File: config.mk
export PLATFORM = sky130hd
export DESIGN_NAME = wb_arbiter
export DESIGN_NICKNAME = d
export VERILOG_FILES = /design/src/rtl/wb_arbiter_pkg.sv /design/src/rtl/wb_fifo.sv /design/src/rtl/wb_arbiter.sv
export SDC_FILE = /design/constraint.sdc
export NUM_CORES = 1
export LEC_CHECK = 0
export CORE_UTILIZATION = 49
export CTS_CLUSTER_SIZE = 20
export DETAILED_ROUTE_END_ITERATION = 10
export GPL_TIMING_DRIVEN = 0
export PLACE_DENSITY = 0.76
export SYNTH_ARGS = -nofsm -noshare
export SYNTH_HDL_FRONTEND = slang
export SYNTH_SLANG_ARGS = --single-unit
File: constraint.sdc
create_clock -name clk -period 4.4 [get_ports clk]
set_input_delay 0.66 -clock clk [delete_from_list [all_inputs] [get_ports clk]]
set_output_delay 0.66 -clock clk [all_outputs]
set_load 0.02 [all_outputs]
File: src/rtl/wb_arbiter_pkg.sv
// Shared widths, writeback source encoding and the one-hot helper
// used by the writeback arbiter and its tracer.
package wb_arbiter_pkg;
  localparam int XLEN       = 32;
  localparam int REG_ADDR_W = 5;

  typedef enum logic [1:0] {
    WB_NONE = 2'd0,
    WB_PIPE = 2'd1,
    WB_MC   = 2'd2
  } wb_src_t;

  function automatic logic [XLEN-1:0] rd_onehot(input logic [REG_ADDR_W-1:0] rd);
    return XLEN'(1) << rd;
  endfunction
endpackage

File: src/rtl/wb_fifo.sv
// Multi-cycle result queue: synchronous push/pop, wrap-bit full/empty,
// and a per-entry valid/rd view for building the pending mask.
module wb_fifo
  import wb_arbiter_pkg::*;
#(
  parameter int DEPTH = 2
) (
  input  logic                        clk,
  input  logic                        rst_n,
  input  logic                        push,
  input  logic                        pop,
  input  logic [REG_ADDR_W-1:0]       push_rd,
  input  logic [XLEN-1:0]             push_data,
  output logic                        full,
  output logic                        empty,
  output logic [REG_ADDR_W-1:0]       head_rd,
  output logic [XLEN-1:0]             head_data,
  output logic [DEPTH-1:0]            entry_vld,
  output logic [DEPTH*REG_ADDR_W-1:0] entry_rd
);
  localparam int AW = $clog2(DEPTH);
  localparam logic [AW:0] PTR_ONE = {{AW{1'b0}}, 1'b1};

  logic [AW:0]           wr_ptr;
  logic [AW:0]           rd_ptr;
  logic [REG_ADDR_W-1:0] rd_mem   [DEPTH];
  logic [XLEN-1:0]       data_mem [DEPTH];
  logic                  do_push;
  logic                  do_pop;

  assign full    = (wr_ptr[AW] != rd_ptr[AW]) && (wr_ptr[AW-1:0] == rd_ptr[AW-1:0]);
  assign empty   = (wr_ptr == rd_ptr);
  assign do_push = push && !full;
  assign do_pop  = pop && !empty;

  assign head_rd   = rd_mem[rd_ptr[AW-1:0]];
  assign head_data = data_mem[rd_ptr[AW-1:0]];

  always_ff @(posedge clk or negedge rst_n) begin
    if (!rst_n) begin
      wr_ptr    <= '0;
      rd_ptr    <= '0;
      entry_vld <= '0;
    end else begin
      if (do_pop) begin
        rd_ptr                      <= rd_ptr + PTR_ONE;
        entry_vld[rd_ptr[AW-1:0]]   <= 1'b0;
      end
      if (do_push) begin
        wr_ptr                      <= wr_ptr + PTR_ONE;
        entry_vld[wr_ptr[AW-1:0]]   <= 1'b1;
      end
    end
  end

  // Payload storage needs no reset; entry_vld qualifies every use.
  always_ff @(posedge clk) begin
    if (do_push) begin
      rd_mem[wr_ptr[AW-1:0]]   <= push_rd;
      data_mem[wr_ptr[AW-1:0]] <= push_data;
    end
  end

  for (genvar i = 0; i < DEPTH; i++) begin : g_view
    assign entry_rd[i*REG_ADDR_W +: REG_ADDR_W] = rd_mem[i];
  end
endmodule

File: src/rtl/wb_arbiter.sv
// Register-file write port owner: pipeline writeback has strict priority,
// multi-cycle results queue in wb_fifo and raise pipe_stall when starved.
module wb_arbiter
  import wb_arbiter_pkg::*;
#(
  parameter int DEPTH        = 2,
  parameter int STARVE_LIMIT = 4
) (
  input  logic                  clk,
  input  logic                  rst_n,
  input  logic                  pipe_wb_valid,
  input  logic [REG_ADDR_W-1:0] pipe_wb_rd,
  input  logic [XLEN-1:0]       pipe_wb_data,
  input  logic                  mc_valid,
  input  logic [REG_ADDR_W-1:0] mc_rd,
  input  logic [XLEN-1:0]       mc_data,
  output logic                  mc_ready,
  output logic                  rf_we,
  output logic [REG_ADDR_W-1:0] rf_rd,
  output logic [XLEN-1:0]       rf_wd,
  output logic [XLEN-1:0]       pending_mask,
  output logic                  pipe_stall
);
  localparam int AGE_W = $clog2(STARVE_LIMIT + 1);
  localparam logic [AGE_W-1:0] AGE_MAX = AGE_W'(STARVE_LIMIT);
  localparam logic [AGE_W-1:0] AGE_THR = AGE_W'(STARVE_LIMIT - 1);

  logic                        full;
  logic                        empty;
  logic [REG_ADDR_W-1:0]       head_rd;
  logic [XLEN-1:0]             head_data;
  logic [DEPTH-1:0]            entry_vld;
  logic [DEPTH*REG_ADDR_W-1:0] entry_rd;
  logic                        pipe_take;
  logic                        push;
  logic                        pop;
  logic [AGE_W-1:0]            age;
  wb_src_t                     sel;

  assign mc_ready  = !full;
  assign pipe_take = pipe_wb_valid && (pipe_wb_rd != '0);
  assign push      = mc_valid && !full && (mc_rd != '0);
  assign pop       = (sel == WB_MC);

  always_comb begin
    sel = WB_NONE;
    if (pipe_take)   sel = WB_PIPE;
    else if (!empty) sel = WB_MC;
  end

  wb_fifo #(.DEPTH(DEPTH)) u_fifo (
    .clk       (clk),
    .rst_n     (rst_n),
    .push      (push),
    .pop       (pop),
    .push_rd   (mc_rd),
    .push_data (mc_data),
    .full      (full),
    .empty     (empty),
    .head_rd   (head_rd),
    .head_data (head_data),
    .entry_vld (entry_vld),
    .entry_rd  (entry_rd)
  );

  always_ff @(posedge clk or negedge rst_n) begin
    if (!rst_n) begin
      rf_we      <= 1'b0;
      rf_rd      <= '0;
      rf_wd      <= '0;
      age        <= '0;
      pipe_stall <= 1'b0;
    end else begin
      case (sel)
        WB_PIPE: begin
          rf_we <= 1'b1;
          rf_rd <= pipe_wb_rd;
          rf_wd <= pipe_wb_data;
        end
        WB_MC: begin
          rf_we <= 1'b1;
          rf_rd <= head_rd;
          rf_wd <= head_data;
        end
        default: rf_we <= 1'b0;
      endcase

      if (empty || pop)      age <= '0;
      else if (age != AGE_MAX) age <= age + 1'b1;

      // Registered one cycle early so the bubble lines up with the next slot.
      pipe_stall <= full || ((age >= AGE_THR) && !pop);
    end
  end

  always_comb begin
    pending_mask = '0;
    for (int i = 0; i < DEPTH; i++) begin
      if (entry_vld[i]) pending_mask = pending_mask | rd_onehot(entry_rd[i*REG_ADDR_W +: REG_ADDR_W]);
    end
    if (rf_we) pending_mask = pending_mask | rd_onehot(rf_rd);
    pending_mask[0] = 1'b0;
  end
endmodule

==> Yosys cells after proc, flatten, opt, wreduce, memory -nomap -nowiden <==
Memories as Yosys holds them, arrays and structs flattened.
Cells that the tools add are included.
{ "word_totals": {"register_bits": 48, "ramBits": 74, "wordCells": 69, "mem_count": 2} }
{ "memory_table": {"columns": ["memory", "words", "width", "read_ports", "rd_clocked_by_memory_dff", "wr", "line", "rtl"], "rows": [
  ["u_fifo.data_mem", 2, 32, 1, 0, 1, "wb_fifo.sv:27", "logic [XLEN-1:0] data_mem [DEPTH];"],
  ["u_fifo.rd_mem", 2, 5, 3, 0, 1, "wb_fifo.sv:26", "logic [REG_ADDR_W-1:0] rd_mem [DEPTH];"]
]} }
{ "op_classes": {"addsub": 3, "magnitude_cmp": 5, "eq_ne": 6, "shift": 3, "muxes": 18, "n_bitwise": 5, "n_reduce_logical": 19} }
{ "op_table": {"columns": ["op", "count"], "rows": [
  ["two-way mux 32 bit", 3],
  ["left shift 1 x 5 -> 32 bit, first input constant", 3],
  ["OR 32 bit", 2],
  ["case mux 32 bit (2 select lines)", 1],
  ["case mux 5 bit (2 select lines)", 1],
  ["nonzero test 5 bit", 2],
  ["logical AND 1 bit", 9],
  ["two-way mux 2 bit", 4],
  ["two-way mux 3 bit", 2],
  ["two-way mux 1 bit", 5],
  ["adder 2 x 1 -> 2 bit, second input constant", 2],
  ["less-than comparator 1 x 2 -> 1 bit, second input constant", 2],
  ["nonzero test 2 bit", 2],
  ["adder 3 x 1 -> 3 bit, second input constant", 1],
  ["greater-or-equal comparator 3 x 2 -> 1 bit, second input constant", 1],
  ["logical NOT 1 bit", 3],
  ["inequality test 3 bit, second input constant", 1],
  ["bitwise AND 2 bit", 1],
  ["demux 1 bit (select 1 bit)", 2],
  ["== test 2 x 1 -> 1 bit, second input constant", 1],
  ["== test 2 bit", 1],
  ["== test 2 bit, second input constant", 1],
  ["greater-or-equal comparator 1 bit, second input constant", 2],
  ["logical OR 1 bit", 2],
  ["other kinds (5)", 5]
]} }

==> Depth between registers and ports, before layout <==
Gate-level depths: netlist (run 1).
{ "depth": {"word_depth": 9, "depth_mapped": 6} }

==> By module <==
From an unflattened synthesis (run 1), not the netlist that was laid out.
{ "unflattened": {"hier_cells": 447, "hier_area_um2": 5977.0} }
{ "modules_own_cells": {"columns": ["module", "n_inst", "cells_per_inst", "area_each_um2", "seq_area_each_um2"], "rows": [
  ["wb_fifo", 1, 155, 3088.0, 2372.3],
  ["wb_arbiter", 1, 292, 2889.0, 1051.0]
]} }

==> Least setup slack after synthesis (run 1) <==
Ideal clock, no wire load.
{ "synth_path": {"path_kind": "in2reg", "from": "input mc_rd[0]", "to": "memory u_fifo.data_mem[0][0] (enable)", "setup_ns": 0.477, "arrival_ns": 3.455, "required_ns": 3.923, "slack_ns": 0.468, "stages": 3, "n_path_buf": 0, "path_cell_list": "or4_1 > o21ai_2 > nor3_1"} }
{ "synth_via": {"elab_chain_len": 5} }
{ "synth_lines": {"columns": ["item", "line", "rtl"], "rows": [
  ["start, declared", "wb_arbiter.sv:15", "input logic [REG_ADDR_W-1:0] mc_rd,"],
  ["nonzero test 5 bit", "wb_arbiter.sv:42", "assign push = mc_valid && !full && (mc_rd != '0);"],
  ["logical AND 1 bit", "wb_arbiter.sv:42", null],
  ["logical AND 1 bit", "wb_fifo.sv:33", "assign do_push = push && !full;"],
  ["two-way mux 1 bit", "wb_fifo.sv:58", "if (do_push) begin"],
  ["two-way mux 1 bit (implied by the code)", "wb_fifo.sv:60", "data_mem[wr_ptr[AW-1:0]] <= push_data;"],
  ["end, declared", "wb_fifo.sv:27", null]
]} }
No other way between the ends.

==> results of run 1 <==
state kept, by name, summed over array words and instances (netlist names), 2 cells and up:
| name | count |
|---|---|
| u_fifo.rd_ptr | 2 |
| rf_rd | 5 |
| u_fifo.entry_vld | 2 |
| u_fifo.wr_ptr | 2 |
| age | 3 |
| rf_wd | 32 |
| u_fifo.rd_mem | 10 |
| u_fifo.data_mem | 64 |
worst max-delay path, delay by kind of cell, from the launching register on:
kind / cells / cell delay [ns]
compound gates: 1 / 0.22
buf+inv: 1 / 0.62
flops: 1 / 0.44
simple gates: 2 / 1.10
path summary, 6_finish.rpt:
check	start	to	slack, ns	cells past startpoint
worst max-delay path	u_fifo.rd_mem[0][4]$_DFFE_PP_	pending_mask[4]	0.95	4
min in group clk	u_fifo.rd_ptr[1]$_DFFE_PN0N_	u_fifo.rd_ptr[1]$_DFFE_PN0N_	0.53	1
max in group asynchronous	rst_n	rf_wd[1]$_DFFE_PN0P_	3.71	2
worst min register to register	u_fifo.rd_ptr[1]$_DFFE_PN0N_	u_fifo.rd_ptr[1]$_DFFE_PN0N_	0.53	1
worst min-delay path	rst_n	rf_wd[17]$_DFFE_PN0P_	0.17	1
worst max register to register	u_fifo.rd_ptr[1]$_DFFE_PN0N_	u_fifo.data_mem[1][3]$_DFFE_PP_	2.23	4
cell usage in the layout, fill, tap and decap left out, types with 5 or more instances in the layout:
cell type / n
o21ai_1: 36
and3_1: 6
nor3b_1: 12
edfxtp_1: 74
clkdlybuf4s50_1: 147
mux2i_1: 38
a22oi_1: 29
nor2_1: 14
dfrtp_1: 48
buf_2: 11
buf_6: 7
and3b_1: 8
clkbuf_16: 17
nand2_1: 111
clkbuf_1: 21
inv_1: 5
o21ai_0: 76
cell families after synthesis:
| logic type | after synthesis |
|---|---|
| buffers and inverters | 43 |
| and+or+nand+nor | 165 |
| muxes | 38 |
| other | 1 |
| AOI/OAI and AO/OA | 156 |
| xor gates and xnor gates | 6 |
| DFF | 122 |
| adders and majority gates | 3 |
final cells by class:
class                           count  area share
Sequential cell                   122       0.420
Multi-Input combinational cell    369       0.263
Timing Repair Buffer              153       0.192
Clock buffer                       17      0.0522
Buffer                             38      0.0246
Clock inverter                     15      0.0242
Tap cell                          143      0.0219
Inverter                            5     0.00230
routing by layer:
metal | GRT usage | share of wire | wire (um) | up-vias
li1 | - | - | - | 2279
met1 | 0.326 | 0.40 | 6630 | 2418
met2 | 0.486 | 0.52 | 8550 | 225
met3 | 0.0719 | 0.058 | 955 | 26
met4 | 0.0987 | 0.018 | 297 | 0
met5 | 0 | 0 | 0 | -
power breakdown:
group / internal (mW) / switching, mW / leakage, nW
Sequential: 1.65 / 0.246 / 1.26
Combinational: 1.10 / 1.71 / 1.69
Clock: 0.948 / 0.513 / 0.293
==> impl_metrics.yaml, run 1 <==
layout:
  fillers: 764
  post-route-util: 0.711
  area_delta_synth_final_pct: 41.2
  diodes: 0
  regArea_um2: 3420
  multi_input_area_um2: 2150
  design_area_um2: 8150
  layout.nets: 787
  drive_gt1_frac: 0.0807
  stdcell_count: 862
sta:
  finClkSkew_ns: 0.00771
  rsz0062_at_grt: "no"
  min_period_over_period: 0.783
  worst_slew_pin_slew_ns: 1.13
  fin_hold_ws_ns: 0.166
  final_hold_viol_count: 0
  setup_viol: 0
  slew_headroom: 0.243
  finalCriticalPeriod_ns: 3.45
  fmax_ghz: 0.290
  final_max_slew_viol_count: 0
  tns_ns: 0
  fin_ws_ns: 0.954
synthesis:
  synthTopCellsByArea: "edfxtp_1 (38%), dfrtp_1 (21%), nand2_1 (7.2%)"
  async_flop_share: 0.393
  ys_seq_area_frac: 0.593
  yosysMostFrequentCell: "nand2_1"
  muxShareOfSynthArea: 0.0659
  yosys-top-cells-count: "nand2_1 (111), o21ai_0 (76), edfxtp_1 (74)"
  syn_inst: 534
  netlist_area_um2: 5770
  ys_seq_elements: 122
  syn_nets: 615
  yosys_warnings: 0
  synth_edf_count: 74
  synth_top_area_share: 0.385
  avgSynthCellArea_um2: 10.8
  synth_xor_area_frac: 0.00910
  synth_top_area_cell: "edfxtp_1"
  synth_simple_gate_area_frac: 0.130
  yosys.area_share.adder: 0.00650
  synth_ff_type: "edfxtp_1"
  post_synth_num_cell_types: 36
  synth-compound-area-share: 0.157
  synth_top_family_by_area: "compound AO/OA/AOI/OAI gates"
pwr:
  peakVddDrop_uv: 428
  power.density_nw_per_um2: 756
  p_total_mw: 6.16
  power.leakage_nw: 3.24
floorplanning:
  pin_count: 150
  die_area_um2: 12200
  initial_utilization: 0.503
  coreArea_um2: 11500
  die_h_um: 111
  fp.dieW_um: 111
  std_cell_rows: 39
route:
  drt_wl_total_mm: 16.4
  drtPass1Iterations: 5
  initialDrtViolationCount: 482
  vias: 4948
  drc: 0
  wl_per_cell_um: 19.1
  ant_nets: 0
  vias_per_cell: 5.74
worst_setup_path:
  critPathCaptureType: "primary output"
  critPathMaxFanout: 7
  cpPeakStageDelay_ns: 0.95
  worstSetupPathType: "reg -> out"
  crit_slowest_cell: "nor3b_1"
  start_kind: "register"
  crit_path_cell_trace: "nor3b_1 > a22oi_1 > nand2_1 > clkdlybuf4s50_1"
  cp_data_required_time_ns: 3.74
  critPathArrivalTime_ns: 2.79
cts:
  insertion_delay_ns: 0.41
  cts_buffers: 17
  htree_levels: 4
  clock_sinks: 122
  hold_buffers: 0
  ctsResizeCount: 0
  cts_tree: "built"
  clock_path_buffers: 2
  path_clk_slew_ns: 0.06
  clk_root_buffer_cell: "clkbuf_16"
  cts_setup_buffers: 0
global_route:
  grt_pass1_wl_mm: 26.4
  antenna_found_initial: 0
  grt_overflow: 0
  first_global_vias: 5121
  track_usage: 0.277
  grt_max_degree: 35
placement:
  dp_slack_ns: 1.46
  io_buffer_count: 148
  globalplace.congestion: 0.917
  dp_cells: 830
  dp_hpwl_mm: 11.6
  postPlaceCellArea_um2: 7530
run:
  drv_cap: 0
min_path:
  hp-class: "in -> async"
run_status:
  outcome: "complete, no violations"
(Power assumes the default switching activity.)
==> run 2, diff against run 1 <==
--- a/config.mk
+++ b/config.mk
@@ -5,11 +5,11 @@
 export SDC_FILE = /design/constraint.sdc
 export NUM_CORES = 1
 export LEC_CHECK = 0
-export CORE_UTILIZATION = 49
+export CORE_UTILIZATION = 44
 export CTS_CLUSTER_SIZE = 20
 export DETAILED_ROUTE_END_ITERATION = 10
 export GPL_TIMING_DRIVEN = 0
-export PLACE_DENSITY = 0.76
+export PLACE_DENSITY = 0.72
 export SYNTH_ARGS = -nofsm -noshare
 export SYNTH_HDL_FRONTEND = slang
 export SYNTH_SLANG_ARGS = --single-unit
==> constraint.sdc (replaced) <==
create_clock -name clk -period 2.98 [get_ports clk]
set_input_delay 0.447 -clock clk [delete_from_list [all_inputs] [get_ports clk]]
set_output_delay 0.447 -clock clk [all_outputs]
set_load 0.02 [all_outputs]
==> impl_metrics.yaml, run 2 (synthesis gave the netlist of run 1 again) <==
pwr:
  peakVddDrop_uv: 570
  power.density_nw_per_um2: 1100
  intPower_mw: 5.52
  seq_power_share: 0.306
  switchingPower_mw: 3.58
  power_switching_share: 0.393
  power.leakage_nw: 3.26
  p_total_mw: 9.10
  comb_power_share: 0.457
  power_frac_clock: 0.237
sta:
  rsz0062_at_grt: "yes"
  final_hold_viol_count: 0
  worst_slew_pin_slew_ns: 0.727
  finClkSkew_ns: 0.00557
  finalCriticalPeriod_ns: 2.90
  fmax_ghz: 0.345
  setup_viol: 0
  min_period_over_period: 0.973
  slew_headroom: 0.514
  final_max_slew_viol_count: 0
  fin_hold_ws_ns: 0.485
floorplanning:
  std_cell_rows: 41
  pin_count: 150
  fp.dieW_um: 117
  die_area_um2: 13600
  initial_utilization: 0.454
  coreArea_um2: 12700
  die_h_um: 117
route:
  vias: 4844
  ant_nets: 0
  drc: 0
  initialDrtViolationCount: 383
  drt_wl_total_mm: 16.3
  vias_per_cell: 5.44
  wl_per_cell_um: 18.3
  drtPass1Iterations: 5
layout:
  area_delta_synth_final_pct: 42.8
  layout_commonest_cell: "clkdlybuf4s50_1"
  layout.nets: 787
  post-route-util: 0.648
  drive_gt1_frac: 0.0876
  fillers: 1036
  design_area_um2: 8240
  layout_common_cells: "clkdlybuf4s50_1 (147), nand2_1 (111), o21ai_0 (76)"
  largest_register_ffs: 64
  stdcell_count: 891
  diodes: 0
cts:
  htree_levels: 4
  cts_tree: "built"
  path_clk_slew_ns: 0.05
  clock_path_buffers: 2
  cts_setup_buffers: 0
  cts_buffers: 17
  clock_sinks: 122
  clk_root_buffer_cell: "clkbuf_16"
  insertion_delay_ns: 0.41
worst_setup_path:
  start_kind: "register"
  r2r_cells: 6
  reg2reg_from: "u_fifo.wr_ptr[0]$_DFFE_PN0P_"
  critPathCaptureType: "primary output"
  crit_path_cell_trace: "nand2_1 > nor2_1 > a222oi_1 > inv_1 > clkdlybuf4s50_1"
  r2r-end: "rf_wd[13]$_DFFE_PN0P_"
  crit_slowest_cell: "clkdlybuf4s50_1"
  rrSetupSlack_ns: 0.87
  critPathArrivalTime_ns: 2.45
  cp_data_required_time_ns: 2.53
  worstSetupPathType: "reg -> out"
  critPathMaxFanout: 8
  cpPeakStageDelay_ns: 0.60
global_route:
  track_usage: 0.254
  first_global_vias: 4872
  grt_overflow: 0
  antenna_found_initial: 0
  grt_pass1_wl_mm: 25.4
  grt_max_degree: 35
min_path:
  hp-class: "in -> async"
placement:
  io_buffer_count: 148
  globalplace.congestion: 0.919
  postPlaceCellArea_um2: 7580
  dp_hpwl_mm: 11.6
  dp_cells: 858
run:
  drv_cap: 0
run_status:
  outcome: "complete, no violations"
==> run 2: changes by cell type in the layout (fill, tap and decap cells not counted), moves of 2 or more <==
cell,previous run,this run
buf_6,7,5
clkbuf_8,0,2
clkinv_1,3,1
clkinv_2,0,2
clkinv_4,2,0
clkinvlp_4,3,5
inv_6,3,0
nor3b_1,12,8
nor3b_2,0,4
==> run 2: worst max path at each step <==
stage                                   from                               end  slack, ns  cells after the start
6_report       u_fifo.entry_vld[0]$_DFF_PN0_                  pending_mask[23]       0.08                      5
5_1_grt        u_fifo.rd_mem[0][2]$_DFFE_PP_                   pending_mask[4]      -0.05                      5
4_1_cts                 rf_rd[3]$_DFFE_PN0P_                   pending_mask[4]       0.02                      4
3_5_place_dp   u_fifo.rd_mem[0][4]$_DFFE_PP_                   pending_mask[7]       0.24                      4
3_3_place_gp                        mc_rd[3]  u_fifo.data_mem[0][28]$_DFFE_PP_      -1.14                      4
2_1_floorplan   u_fifo.rd_ptr[1]$_DFFE_PN0N_   u_fifo.data_mem[0][0]$_DFFE_PP_       0.34                      3
==> run 2: power groups by stage <==
stage	combinational (mW)	clock, mW	sequential (mW)
6_report	4.16	2.15	2.79
5_1_grt	4.50	2.26	2.85
4_1_cts	4.15	2.18	2.78
3_5_place_dp	4.11	0	2.80
3_3_place_gp	3.90	0	2.78
2_1_floorplan	2.06	0	3.05
==> run 2: repair_timing <==
item                                   CTS  global route
setup endpoints to repair                7            17
endpoints found under the hold margin   14             0
hold buffers                             1             0
resized for setup                        2             4
==> run 2: layer usage <==
layer	part of all wire	up-vias	global-route usage
li1	-	2280	-
met1	0.41	2312	0.309
met2	0.50	227	0.425
met3	0.077	25	0.0695
met4	0.018	0	0.111
met5	0	-	0
==> run 2: worst max-delay path, delay by kind of cell, from the launching register on <==
kind | cells | cell delay (ns)
DFF | 1 | 0.44
and+or+nand+nor | 2 | 0.63
AOI/OAI and AO/OA | 1 | 0.29
buffers and inverters | 2 | 0.69
==> run 2: stage by stage <==
stage                     setup slack [ns]  setup TNS, ns
after CTS                           0.0229              0
after floorplan                      0.340              0
after detailed placement             0.243              0
after global routing               -0.0545         -0.246
after global placement               -1.14         -60.51
final                               0.0803              0
==> run 2: cell type report <==
| type | count | area (um^2) | area share |
|---|---|---|---|
| multi-input cells | 369 | 2170 | 0.264 |
| clock buffers | 20 | 457 | 0.0554 |
| flip-flops and latches | 122 | 3420 | 0.415 |
| plain buffers | 38 | 201 | 0.0244 |
| repair buffers | 153 | 1580 | 0.192 |
| inverters | 5 | 18.8 | 0.00228 |
| well taps | 172 | 215 | 0.0261 |
| clock inverters | 12 | 171 | 0.0208 |
==> run 3, diff against run 2 <==
--- a/config.mk
+++ b/config.mk
@@ -5,11 +5,11 @@
 export SDC_FILE = /design/constraint.sdc
 export NUM_CORES = 1
 export LEC_CHECK = 0
-export CORE_UTILIZATION = 44
+export CORE_UTILIZATION = 49
 export CTS_CLUSTER_SIZE = 20
 export DETAILED_ROUTE_END_ITERATION = 10
 export GPL_TIMING_DRIVEN = 0
-export PLACE_DENSITY = 0.72
+export PLACE_DENSITY = 0.76
 export SYNTH_ARGS = -nofsm -noshare
 export SYNTH_HDL_FRONTEND = slang
 export SYNTH_SLANG_ARGS = --single-unit
==> constraint.sdc (replaced) <==
create_clock -name clk -period 2.9 [get_ports clk]
set_input_delay 0.435 -clock clk [delete_from_list [all_inputs] [get_ports clk]]
set_output_delay 0.435 -clock clk [all_outputs]
set_load 0.02 [all_outputs]
==> impl_metrics.yaml, run 3 (synthesis gave the netlist of run 1 again) <==
cts:
  clock_sinks: 122
  clock_path_buffers: 2
  cts_tree: "built"
  insertion_delay_ns: 0.42
  path_clk_slew_ns: 0.06
  htree_levels: 4
  cts_buffers: 17
  clk_root_buffer_cell: "clkbuf_16"
sta:
  finClkSkew_ns: 0.0121
  worst_slew_pin_slew_ns: 0.855
  slew_headroom: 0.428
  final_max_slew_viol_count: 0
  fin_ws_ns: 0.0532
  setup_viol: 0
  tns_ns: 0
  rsz0062_at_grt: "yes"
  finalCriticalPeriod_ns: 2.85
  fin_hold_ws_ns: 0.487
  fmax_ghz: 0.351
  min_period_over_period: 0.982
  final_hold_viol_count: 0
route:
  ant_nets: 0
  drc: 0
  initialDrtViolationCount: 449
  vias_per_cell: 5.74
  vias: 4946
  drtPass1Iterations: 6
  drt_wl_total_mm: 16.2
  wl_per_cell_um: 18.8
floorplanning:
  die_h_um: 111
  coreArea_um2: 11500
  die_area_um2: 12200
  pin_count: 150
  fp.dieW_um: 111
  std_cell_rows: 39
  initial_utilization: 0.503
layout:
  drive_gt1_frac: 0.102
  diodes: 0
  layout_commonest_cell: "clkdlybuf4s50_1"
  design_area_um2: 8210
  layout.nets: 787
  stdcell_count: 862
  post-route-util: 0.716
  largest_register_ffs: 64
  area_delta_synth_final_pct: 42.2
  fillers: 835
  layout_common_cells: "clkdlybuf4s50_1 (147), nand2_1 (111), o21ai_0 (76)"
global_route:
  first_global_vias: 5035
  grt_pass1_wl_mm: 25.6
  track_usage: 0.269
  antenna_found_initial: 0
  grt_max_degree: 34
  grt_overflow: 0
worst_setup_path:
  cpPeakStageDelay_ns: 0.60
  worstSetupPathType: "reg -> out"
  start_kind: "register"
  critPathArrivalTime_ns: 2.41
  cp_data_required_time_ns: 2.47
  critPathCaptureType: "primary output"
  critPathMaxFanout: 8
  crit_path_cell_trace: "and3b_1 > clkbuf_1 > a22oi_1 > nand2_1 > clkdlybuf4s50_1"
  crit_slowest_cell: "clkdlybuf4s50_1"
placement:
  globalplace.congestion: 0.915
  dp_cells: 829
  dp_hpwl_mm: 11.3
  dp_slack_ns: 0.192
  io_buffer_count: 148
  postPlaceCellArea_um2: 7550
pwr:
  power.density_nw_per_um2: 1130
  p_total_mw: 9.25
  peakVddDrop_uv: 653
  power.leakage_nw: 3.26
run_status:
  outcome: "complete, no violations"
min_path:
  hp-class: "in -> async"
run:
  drv_cap: 0
-- run 3: changes by cell type in the layout (fill, tap and decap cells not counted), moves of 3 or more --
cell,delta
nor3b_1,-5
inv_6,+5
nor2_2,+3
nor3b_2,+4
nor2_1,-3
-- run 3: layout make-up --
| cell class | instances | area (um^2) | share of cell area |
|---|---|---|---|
| flip-flops and latches | 122 | 3420 | 0.417 |
| clock buffers | 17 | 425 | 0.0518 |
| multi-input cells | 369 | 2210 | 0.270 |
| inverters | 5 | 18.8 | 0.00229 |
| well taps | 143 | 179 | 0.0218 |
| clock inverters | 15 | 165 | 0.0201 |
| repair buffers | 153 | 1580 | 0.193 |
| plain buffers | 38 | 201 | 0.0245 |
-- run 3: timing repair --
action,in CTS,in global routing
gates resized for setup,4,10
hold buffers,1,0
buffers inserted,0,0
setup endpoints to repair,8,18
hold endpoints to repair,15,0
-- run 3: worst paths after layout --
check / from / endpoint / slack (ns) / cells past startpoint
worst max-delay path: u_fifo.rd_mem[0][4]$_DFFE_PP_ / pending_mask[11] / 0.05 / 5
worst min-delay path: rst_n / rf_wd[16]$_DFFE_PN0P_ / 0.49 / 2
worst max register to register: u_fifo.wr_ptr[0]$_DFFE_PN0P_ / rf_wd[2]$_DFFE_PN0P_ / 0.77 / 6
worst min register to register: u_fifo.rd_ptr[1]$_DFFE_PN0N_ / u_fifo.rd_ptr[1]$_DFFE_PN0N_ / 0.53 / 1
max in group asynchronous: rst_n / rf_we$_DFF_PN0_ / 1.87 / 3
min in group clk: u_fifo.rd_ptr[1]$_DFFE_PN0N_ / u_fifo.rd_ptr[1]$_DFFE_PN0N_ / 0.53 / 1
-- run 3: critical path: cells and delay by family, from the launching register on --
family	cells	cell delay, ns
DFF	1	0.46
AOI/OAI and AO/OA	1	0.19
buffers and inverters	2	1.00
and+or+nand+nor	2	0.35
-- run 3: per-layer routing --
layer	wire length [um]	track usage
met2	8250	0.453
met1	6700	0.332
met5	0	0
met4	264	0.104
met3	1020	0.0703
-- run 3: report_power, final --
group / internal (mW) / leakage (nW) / switching (mW)
Sequential: 2.50 / 1.26 / 0.373
Clock: 1.28 / 0.283 / 0.812
Combinational: 1.71 / 1.72 / 2.58
